$ cat src/rtl/blink_pkg.sv
// Shared types and default constants for the blink sequencer slice.
// Contents: the sequencer state enum and the default prescaler, count and
// phase widths used as parameter defaults by the interface and modules.
package blink_pkg;

    typedef enum logic [1:0] {
        IDLE = 2'd0,
        ON   = 2'd1,
        OFF  = 2'd2,
        FIN  = 2'd3
    } state_t;

    localparam int unsigned PRESCALE_DEFAULT = 6000000;
    localparam int unsigned PRE_W_DEFAULT    = 24;
    localparam int unsigned CNT_W_DEFAULT    = 4;
    localparam int unsigned PH_W_DEFAULT     = 8;

endpackage

$ cat src/rtl/blink_sequencer_if.sv
// Command/status bundle between top-level control logic and the sequencer.
// master: drives START, COUNT, ON_TICKS, OFF_TICKS; observes LED, BUSY, DONE, TICK.
// slave : the sequencer side of the same signals.
interface blink_sequencer_if
    import blink_pkg::*;
#(
    parameter int unsigned CNT_W = CNT_W_DEFAULT,
    parameter int unsigned PH_W  = PH_W_DEFAULT
) ();

    logic             START;
    logic [CNT_W-1:0] COUNT;
    logic [PH_W-1:0]  ON_TICKS;
    logic [PH_W-1:0]  OFF_TICKS;
    logic             LED;
    logic             BUSY;
    logic             DONE;
    logic             TICK;

    modport master (
        output START, COUNT, ON_TICKS, OFF_TICKS,
        input  LED, BUSY, DONE, TICK
    );

    modport slave (
        input  START, COUNT, ON_TICKS, OFF_TICKS,
        output LED, BUSY, DONE, TICK
    );

endinterface

$ cat src/rtl/tick_prescaler.sv
// Free-running prescaler producing one TICK every PRESCALE enabled cycles.
// Ports: CLK (clock), RESET (async, active-high), CLR (sync load of 0, wins
// over EN), EN (count enable), TICK (combinational, EN && count at terminal).
module tick_prescaler
    import blink_pkg::*;
#(
    parameter int unsigned PRESCALE = PRESCALE_DEFAULT,
    parameter int unsigned PRE_W    = PRE_W_DEFAULT
) (
    input  logic CLK,
    input  logic RESET,
    input  logic CLR,
    input  logic EN,
    output logic TICK
);

    localparam logic [PRE_W-1:0] LAST = PRE_W'(PRESCALE - 1);

    logic [PRE_W-1:0] count;

    // Counts 0..PRESCALE-1 and wraps; held at 0 while cleared.
    always_ff @(posedge CLK or posedge RESET) begin
        if (RESET) begin
            count <= '0;
        end else if (CLR) begin
            count <= '0;
        end else if (EN) begin
            if (count == LAST) begin
                count <= '0;
            end else begin
                count <= count + PRE_W'(1);
            end
        end
    end

    assign TICK = EN && (count == LAST);

endmodule

$ cat src/rtl/blink_sequencer.sv
// Sequences the LED through a burst of COUNT blinks (ON_TICKS lit, OFF_TICKS
// dark, in prescaler ticks) and pulses DONE when the burst completes.
// Ports: CLK, RESET (async, active-high), bus (slave side: START, COUNT,
// ON_TICKS, OFF_TICKS in; LED, BUSY, DONE registered out; TICK comb out).
module blink_sequencer
    import blink_pkg::*;
#(
    parameter int unsigned PRESCALE = PRESCALE_DEFAULT,
    parameter int unsigned PRE_W    = PRE_W_DEFAULT,
    parameter int unsigned CNT_W    = CNT_W_DEFAULT,
    parameter int unsigned PH_W     = PH_W_DEFAULT
) (
    input  logic                 CLK,
    input  logic                 RESET,
    blink_sequencer_if.slave     bus
);

    state_t           state;
    logic [CNT_W-1:0] remaining;
    logic [PH_W-1:0]  phase_cnt;
    logic [PH_W-1:0]  on_len;
    logic [PH_W-1:0]  off_len;
    logic [PH_W-1:0]  phase_last;
    logic             led_q;
    logic             busy_q;
    logic             done_q;
    logic             tick;
    logic             presc_clr;
    logic             presc_en;

    // Prescaler is parked at 0 in IDLE, which also covers the load on accept.
    assign presc_clr = (state == IDLE);
    assign presc_en  = (state == ON) || (state == OFF);

    tick_prescaler #(
        .PRESCALE (PRESCALE),
        .PRE_W    (PRE_W)
    ) u_prescaler (
        .CLK   (CLK),
        .RESET (RESET),
        .CLR   (presc_clr),
        .EN    (presc_en),
        .TICK  (tick)
    );

    // Terminal phase count for whichever phase is running.
    assign phase_last = ((state == ON) ? on_len : off_len) - PH_W'(1);

    // Burst FSM with registered LED/BUSY/DONE.
    always_ff @(posedge CLK or posedge RESET) begin
        if (RESET) begin
            state     <= IDLE;
            remaining <= '0;
            phase_cnt <= '0;
            on_len    <= PH_W'(1);
            off_len   <= PH_W'(1);
            led_q     <= 1'b0;
            busy_q    <= 1'b0;
            done_q    <= 1'b0;
        end else begin
            done_q <= 1'b0;
            case (state)
                IDLE: begin
                    if (bus.START) begin
                        remaining <= bus.COUNT;
                        // A zero phase length is stretched to one tick.
                        on_len    <= (bus.ON_TICKS  == '0) ? PH_W'(1) : bus.ON_TICKS;
                        off_len   <= (bus.OFF_TICKS == '0) ? PH_W'(1) : bus.OFF_TICKS;
                        phase_cnt <= '0;
                        busy_q    <= 1'b1;
                        if (bus.COUNT != '0) begin
                            state <= ON;
                            led_q <= 1'b1;
                        end else begin
                            state  <= FIN;
                            done_q <= 1'b1;
                        end
                    end
                end
                ON: begin
                    if (tick) begin
                        if (phase_cnt == phase_last) begin
                            phase_cnt <= '0;
                            state     <= OFF;
                            led_q     <= 1'b0;
                        end else begin
                            phase_cnt <= phase_cnt + PH_W'(1);
                        end
                    end
                end
                OFF: begin
                    if (tick) begin
                        if (phase_cnt == phase_last) begin
                            phase_cnt <= '0;
                            if (remaining == CNT_W'(1)) begin
                                state  <= FIN;
                                done_q <= 1'b1;
                            end else begin
                                remaining <= remaining - CNT_W'(1);
                                state     <= ON;
                                led_q     <= 1'b1;
                            end
                        end else begin
                            phase_cnt <= phase_cnt + PH_W'(1);
                        end
                    end
                end
                FIN: begin
                    state  <= IDLE;
                    busy_q <= 1'b0;
                end
            endcase
        end
    end

    assign bus.LED  = led_q;
    assign bus.BUSY = busy_q;
    assign bus.DONE = done_q;
    assign bus.TICK = tick;

endmodule

$ cat src/flat_wrapper.sv
// flat-port wrapper written by rule: the top's interface ports become plain ports
module blink_sequencer_flat import blink_pkg::*;
#(
    parameter int unsigned PRESCALE = PRESCALE_DEFAULT,
    parameter int unsigned PRE_W    = PRE_W_DEFAULT,
    parameter int unsigned CNT_W    = CNT_W_DEFAULT,
    parameter int unsigned PH_W     = PH_W_DEFAULT
)
  (CLK, RESET, bus_START, bus_COUNT, bus_ON_TICKS, bus_OFF_TICKS, bus_LED, bus_BUSY, bus_DONE, bus_TICK);
  blink_sequencer_if #(.CNT_W(CNT_W), .PH_W(PH_W)) bus_i ();
  input  logic CLK;
  input  logic RESET;
  input wire logic [$bits(bus_i.START)-1:0] bus_START;
  input wire logic [$bits(bus_i.COUNT)-1:0] bus_COUNT;
  input wire logic [$bits(bus_i.ON_TICKS)-1:0] bus_ON_TICKS;
  input wire logic [$bits(bus_i.OFF_TICKS)-1:0] bus_OFF_TICKS;
  output wire logic [$bits(bus_i.LED)-1:0] bus_LED;
  output wire logic [$bits(bus_i.BUSY)-1:0] bus_BUSY;
  output wire logic [$bits(bus_i.DONE)-1:0] bus_DONE;
  output wire logic [$bits(bus_i.TICK)-1:0] bus_TICK;
  assign bus_i.START = bus_START;
  assign bus_i.COUNT = bus_COUNT;
  assign bus_i.ON_TICKS = bus_ON_TICKS;
  assign bus_i.OFF_TICKS = bus_OFF_TICKS;
  assign bus_LED = bus_i.LED;
  assign bus_BUSY = bus_i.BUSY;
  assign bus_DONE = bus_i.DONE;
  assign bus_TICK = bus_i.TICK;
  blink_sequencer #(.PRESCALE(PRESCALE), .PRE_W(PRE_W), .CNT_W(CNT_W), .PH_W(PH_W)) u_core (.CLK(CLK), .RESET(RESET), .bus(bus_i));
endmodule
$ cat config.mk
export PLATFORM = sky130hd
export DESIGN_NAME = blink_sequencer_flat
export DESIGN_NICKNAME = d
export VERILOG_FILES = /design/src/rtl/blink_pkg.sv /design/src/rtl/blink_sequencer_if.sv /design/src/rtl/tick_prescaler.sv /design/src/rtl/blink_sequencer.sv /design/src/flat_wrapper.sv
export SDC_FILE = /design/constraint.sdc
export NUM_CORES = 1
export LEC_CHECK = 0
export CORE_ASPECT_RATIO = 2
export CORE_UTILIZATION = 28
export CTS_BUF_LIST = sky130_fd_sc_hd__clkbuf_16
export CTS_CLUSTER_SIZE = 20
export DETAILED_ROUTE_END_ITERATION = 8
export DONT_BUFFER_PORTS = 1
export PLACE_DENSITY = 0.45
export SYNTH_ARGS = -nofsm -noshare
export SYNTH_HDL_FRONTEND = slang
export SYNTH_SLANG_ARGS = --single-unit
$ cat constraint.sdc
create_clock -name CLK -period 4.3 [get_ports CLK]
set_clock_uncertainty 0.2 [all_clocks]
set_input_delay 0.86 -clock CLK [delete_from_list [all_inputs] [get_ports CLK]]
set_output_delay 0.86 -clock CLK [all_outputs]
set_load 0.01 [all_outputs]
==> flow_summary.yaml <==
synthesis:
  synth_top_family_by_area: "simple AND/OR/NAND/NOR gates"
  synth-async-reset-ratio_pct: 100
  edff_count_synth: 0
  muxShareOfSynthArea_pct: 7.46
  synth_sequential_area_ratio_pct: 42.2
  syn-mean-instance-area_sq_um: 9.60
  synth_seq_cells: 57
  syn_area_sq_um: 3390
  synthesis.yosys.warnings: 0
  synth-main-ff-cell: "dfrtp_1"
  synth-compound-area-share_pct: 12.2
  synth_fp_nets: 386
  synthCells: 353
  post_synth_xor_area_fraction_pct: 7.20
  adder_cell_share_of_the_synthesized_area_pct: 3.69
  ys_types: 56
  post_synth_and_or_nand_nor_area_fraction_pct: 23.3
routing:
  vias: 2596
  drc: 0
  detail_route.iter0.violations: 91
  via_per_inst: 5.12
  met3RoutedLength_um: 256
  drt-pass1-iter-count: 4
  met1Wirelength_um: 3040
  route.met2.wl_um: 5030
  totalWireLength_um: 8630
  ant_nets: 0
  highest_layer: "met4"
  route.detailed.wl_per_inst_um: 17.0
global_routing:
  grt_max_degree: 38
  globalRoute.totalOverflow: 0
  grt_pass1_vias: 2783
  grt.total_usage_pct: 15.2
  antenna_found_initial: 0
  grt_pass1_wl_um: 14100
finish:
  area_delta_synth_final_pct: 11.8
  multi_input_comb_area_sq_um: 1830
  layout-drive-gt1-share_pct: 13.3
  num-nets-final: 390
  sequential_cell_area_sq_um: 1430
  fill_cells: 1232
  finalNonFillerCells: 507
  fin_area_sq_um: 3790
  antennaDiodeCount: 0
power:
  power_switching_share_pct: 21.2
  ir_drop_uv: 173
  power_density_nw_per_um2: 306
  p_comb_share_pct: 1.2
  clockPowerShare_pct: 52.4
  internal-power_mw: 0.914
  net-switching-power_mw: 0.246
  sequentialPowerShare_pct: 46.4
  p_leak_nw: 1.68
outcome:
  run_status: "complete, no violations"
sta:
  max_freq_ghz: 0.301
  slew_headroom_pct: 46.4
  period_share_pct: 77.3
  fin_ws_ns: 0.976
  final-hold-violation-count: 0
  final.hold.worst_slack_ns: 0.299
  rsz0062_at_grt: "no"
  finalCriticalPeriod_ns: 3.32
  slew_violations: 0
  worst-slew-pin-transition_ns: 0.803
  setup_viol: 0
  tns_ns: 0
floorplanning:
  floorplan.die_area_sq_um: 12600
  chip_width_um: 79.8
  core_sq_um: 11800
  top_level_ports: 27
  fp-row-count: 56
  dieHeight_um: 158
  initial_core_util_pct: 28.8
place:
  detailedPlace.worstSlack_ns: 0.963
  detailed_placement_hpwl_um: 6630
  placed_area_sq_um: 3540
  portBuffers: 0
  place_congestion: 0.757
  place.detailed.instances: 491
cts:
  post_cts_resized: 0
  post-cts-setup-buffers: 0
  tritoncts_num_sinks: 57
  clk_transition_reported_paths_ns: 0.05
  cts-root-buf: "clkbuf_16"
  cts_tree: "built"
  clock_latency_on_the_worst_skew_pair_ns: 0.33
  cts_buffers: 9
  max-clock-path-buffers: 2
  cts-htree-levels: 3
  post_cts_hold_buffer_count: 0
setup_path:
  critPathMaxStageDelay_ns: 0.49
  worst_path_max_delay_cell: "ha_1"
  worst-endpoint-arrival_ns: 3.37
  cp_num_buf_inv: 1
  cp_cell_sequence: "inv_1 -> ha_1 -> mux2i_1 -> ha_1 -> xnor2_1 -> xnor2_1 -> nand3_1 -> nor3_4 -> nand4b_2 -> mux2_2 -> o211ai_1"
  timing.reg2reg.setup_slack_ns: 0.98
  crit_type: "reg -> reg"
  worst-endpoint-required_ns: 4.35
  critical_path.endpoint_type: "flop"
  crit_path_start_kind: "flop"
  timing.critical_path.max_delay_family: "simple AND/OR/NAND/NOR gates"
  worst-path-max-fanout: 11
flow_run:
  timing.max_cap.violations: 0
min_path:
  min-delay-path-class: "reg -> reg"
[per-stage QoR]
stage | total power, mW | utilization, %
finish | 1.16 | 32.2
global route | 1.21 | 32.2
CTS | 1.19 | 32.2
detailed placement | 0.562 | 30.0
global placement | 0.562 | 30.0
floorplan | 0.556 | -
[registers in the layout, summed over array words and instances, names as in the netlist]
name and flops:
u_core.u_prescaler.count 24, u_core.off_len 8, u_core.on_len 8, u_core.phase_cnt 8
u_core.remaining 4, u_core.state 2, u_core.bus.BUSY 1, u_core.bus.DONE 1
u_core.bus.LED 1
[worst min-delay path: stages, from the launching register on]
cell and delay, ns:
dfstp_2 0.37, nand2_1 0.05, o21ai_0 0.07
[kinds of logic (layout without fill, tap and decap cells)]
family          count (synthesis)  count (layout)
compound gates                 65              65
xor+xnor                       27              27
fa+ha+maj                      10              10
buf+inv                        28              37
flops                          57              57
mux                            23              23
simple gates                  143             143
[placed cells by master, fill, tap and decap left out, types with 3 or more instances in the layout]
cell type / Yosys / final
dfrtp_1: 55 / 55
buf_4: 1 / 6
inv_1: 15 / 19
nor3_1: 11 / 11
and4_1: 3 / 3
nor3b_1: 4 / 4
clkbuf_16: 0 / 9
or3_1: 7 / 7
nor2b_1: 3 / 3
nand2_1: 31 / 31
mux2_2: 15 / 15
nand4_1: 5 / 5
nor2_1: 26 / 26
xor2_1: 9 / 9
o211ai_1: 3 / 3
mux2i_1: 7 / 7
nand2b_1: 8 / 8
o31ai_1: 3 / 3
nand3_1: 21 / 21
or2_2: 3 / 3
nor4_1: 8 / 8
o21ai_0: 25 / 25
xnor2_1: 17 / 17
o22ai_1: 4 / 4
ha_1: 10 / 10
a21oi_1: 14 / 14
[area by class of cell]
cell class / instances / share of cell area (%)
multi-input cells: 268 / 48.2
flip-flops and latches: 57 / 37.7
clock buffers: 9 / 5.94
well taps: 145 / 4.79
inverters: 15 / 1.49
repair buffers: 6 / 1.19
clock inverters: 7 / 0.694
[Yosys cell counts, types with 3 or more instances]
master | count | area share [%]
dfrtp_1 | 55 | 41
mux2i_1 | 7 | 2.1
nor3_1 | 11 | 1.6
nor2_1 | 26 | 2.9
or2_2 | 3 | 0.55
nand2b_1 | 8 | 1.5
inv_1 | 15 | 1.7
or3_1 | 7 | 1.3
nand4_1 | 5 | 0.92
a21oi_1 | 14 | 2.1
nor3b_1 | 4 | 0.89
nand3_1 | 21 | 3.1
nor4_1 | 8 | 1.5
clkbuf_1 | 7 | 0.78
mux2_2 | 15 | 5.0
xnor2_1 | 17 | 4.4
o21ai_0 | 25 | 3.7
buf_6 | 3 | 1.0
o31ai_1 | 3 | 0.66
and4_1 | 3 | 0.78
nor2b_1 | 3 | 0.55
o22ai_1 | 4 | 0.74
o211ai_1 | 3 | 0.66
xor2_1 | 9 | 2.3
nand2_1 | 31 | 3.4
ha_1 | 10 | 3.7
[power by group through the flow]
stage	combinational [mW]	sequential, mW	clock, mW
5_1_grt	0.0170	0.537	0.658
3_5_place_dp	0.0156	0.546	0
4_1_cts	0.0157	0.537	0.635
3_3_place_gp	0.0155	0.546	0
6_report	0.0141	0.538	0.608
2_1_floorplan	0.00988	0.546	0
[metal layers]
metal / global-route usage, % / up-vias
met2: 29.3 / 35
met3: 3.29 / 21
met5: 0 / -
met1: 14.3 / 1273
li1: - / 1267
met4: 8.59 / 0
[path summary, 6_finish.rpt]
kind | start | to | cells past startpoint
min in group asynchronous | RESET | u_core.on_len[2] | 1
max | u_core.state[1] | u_core.remaining[2] | 11
min | u_core.off_len[0] | u_core.off_len[0] | 2
min reg2reg | u_core.off_len[0] | u_core.off_len[0] | 2
max in group asynchronous | RESET | u_core.off_len[7] | 2
max reg2reg | u_core.state[1] | u_core.remaining[2] | 11
Note: power is estimated with default switching activity, not from simulation.
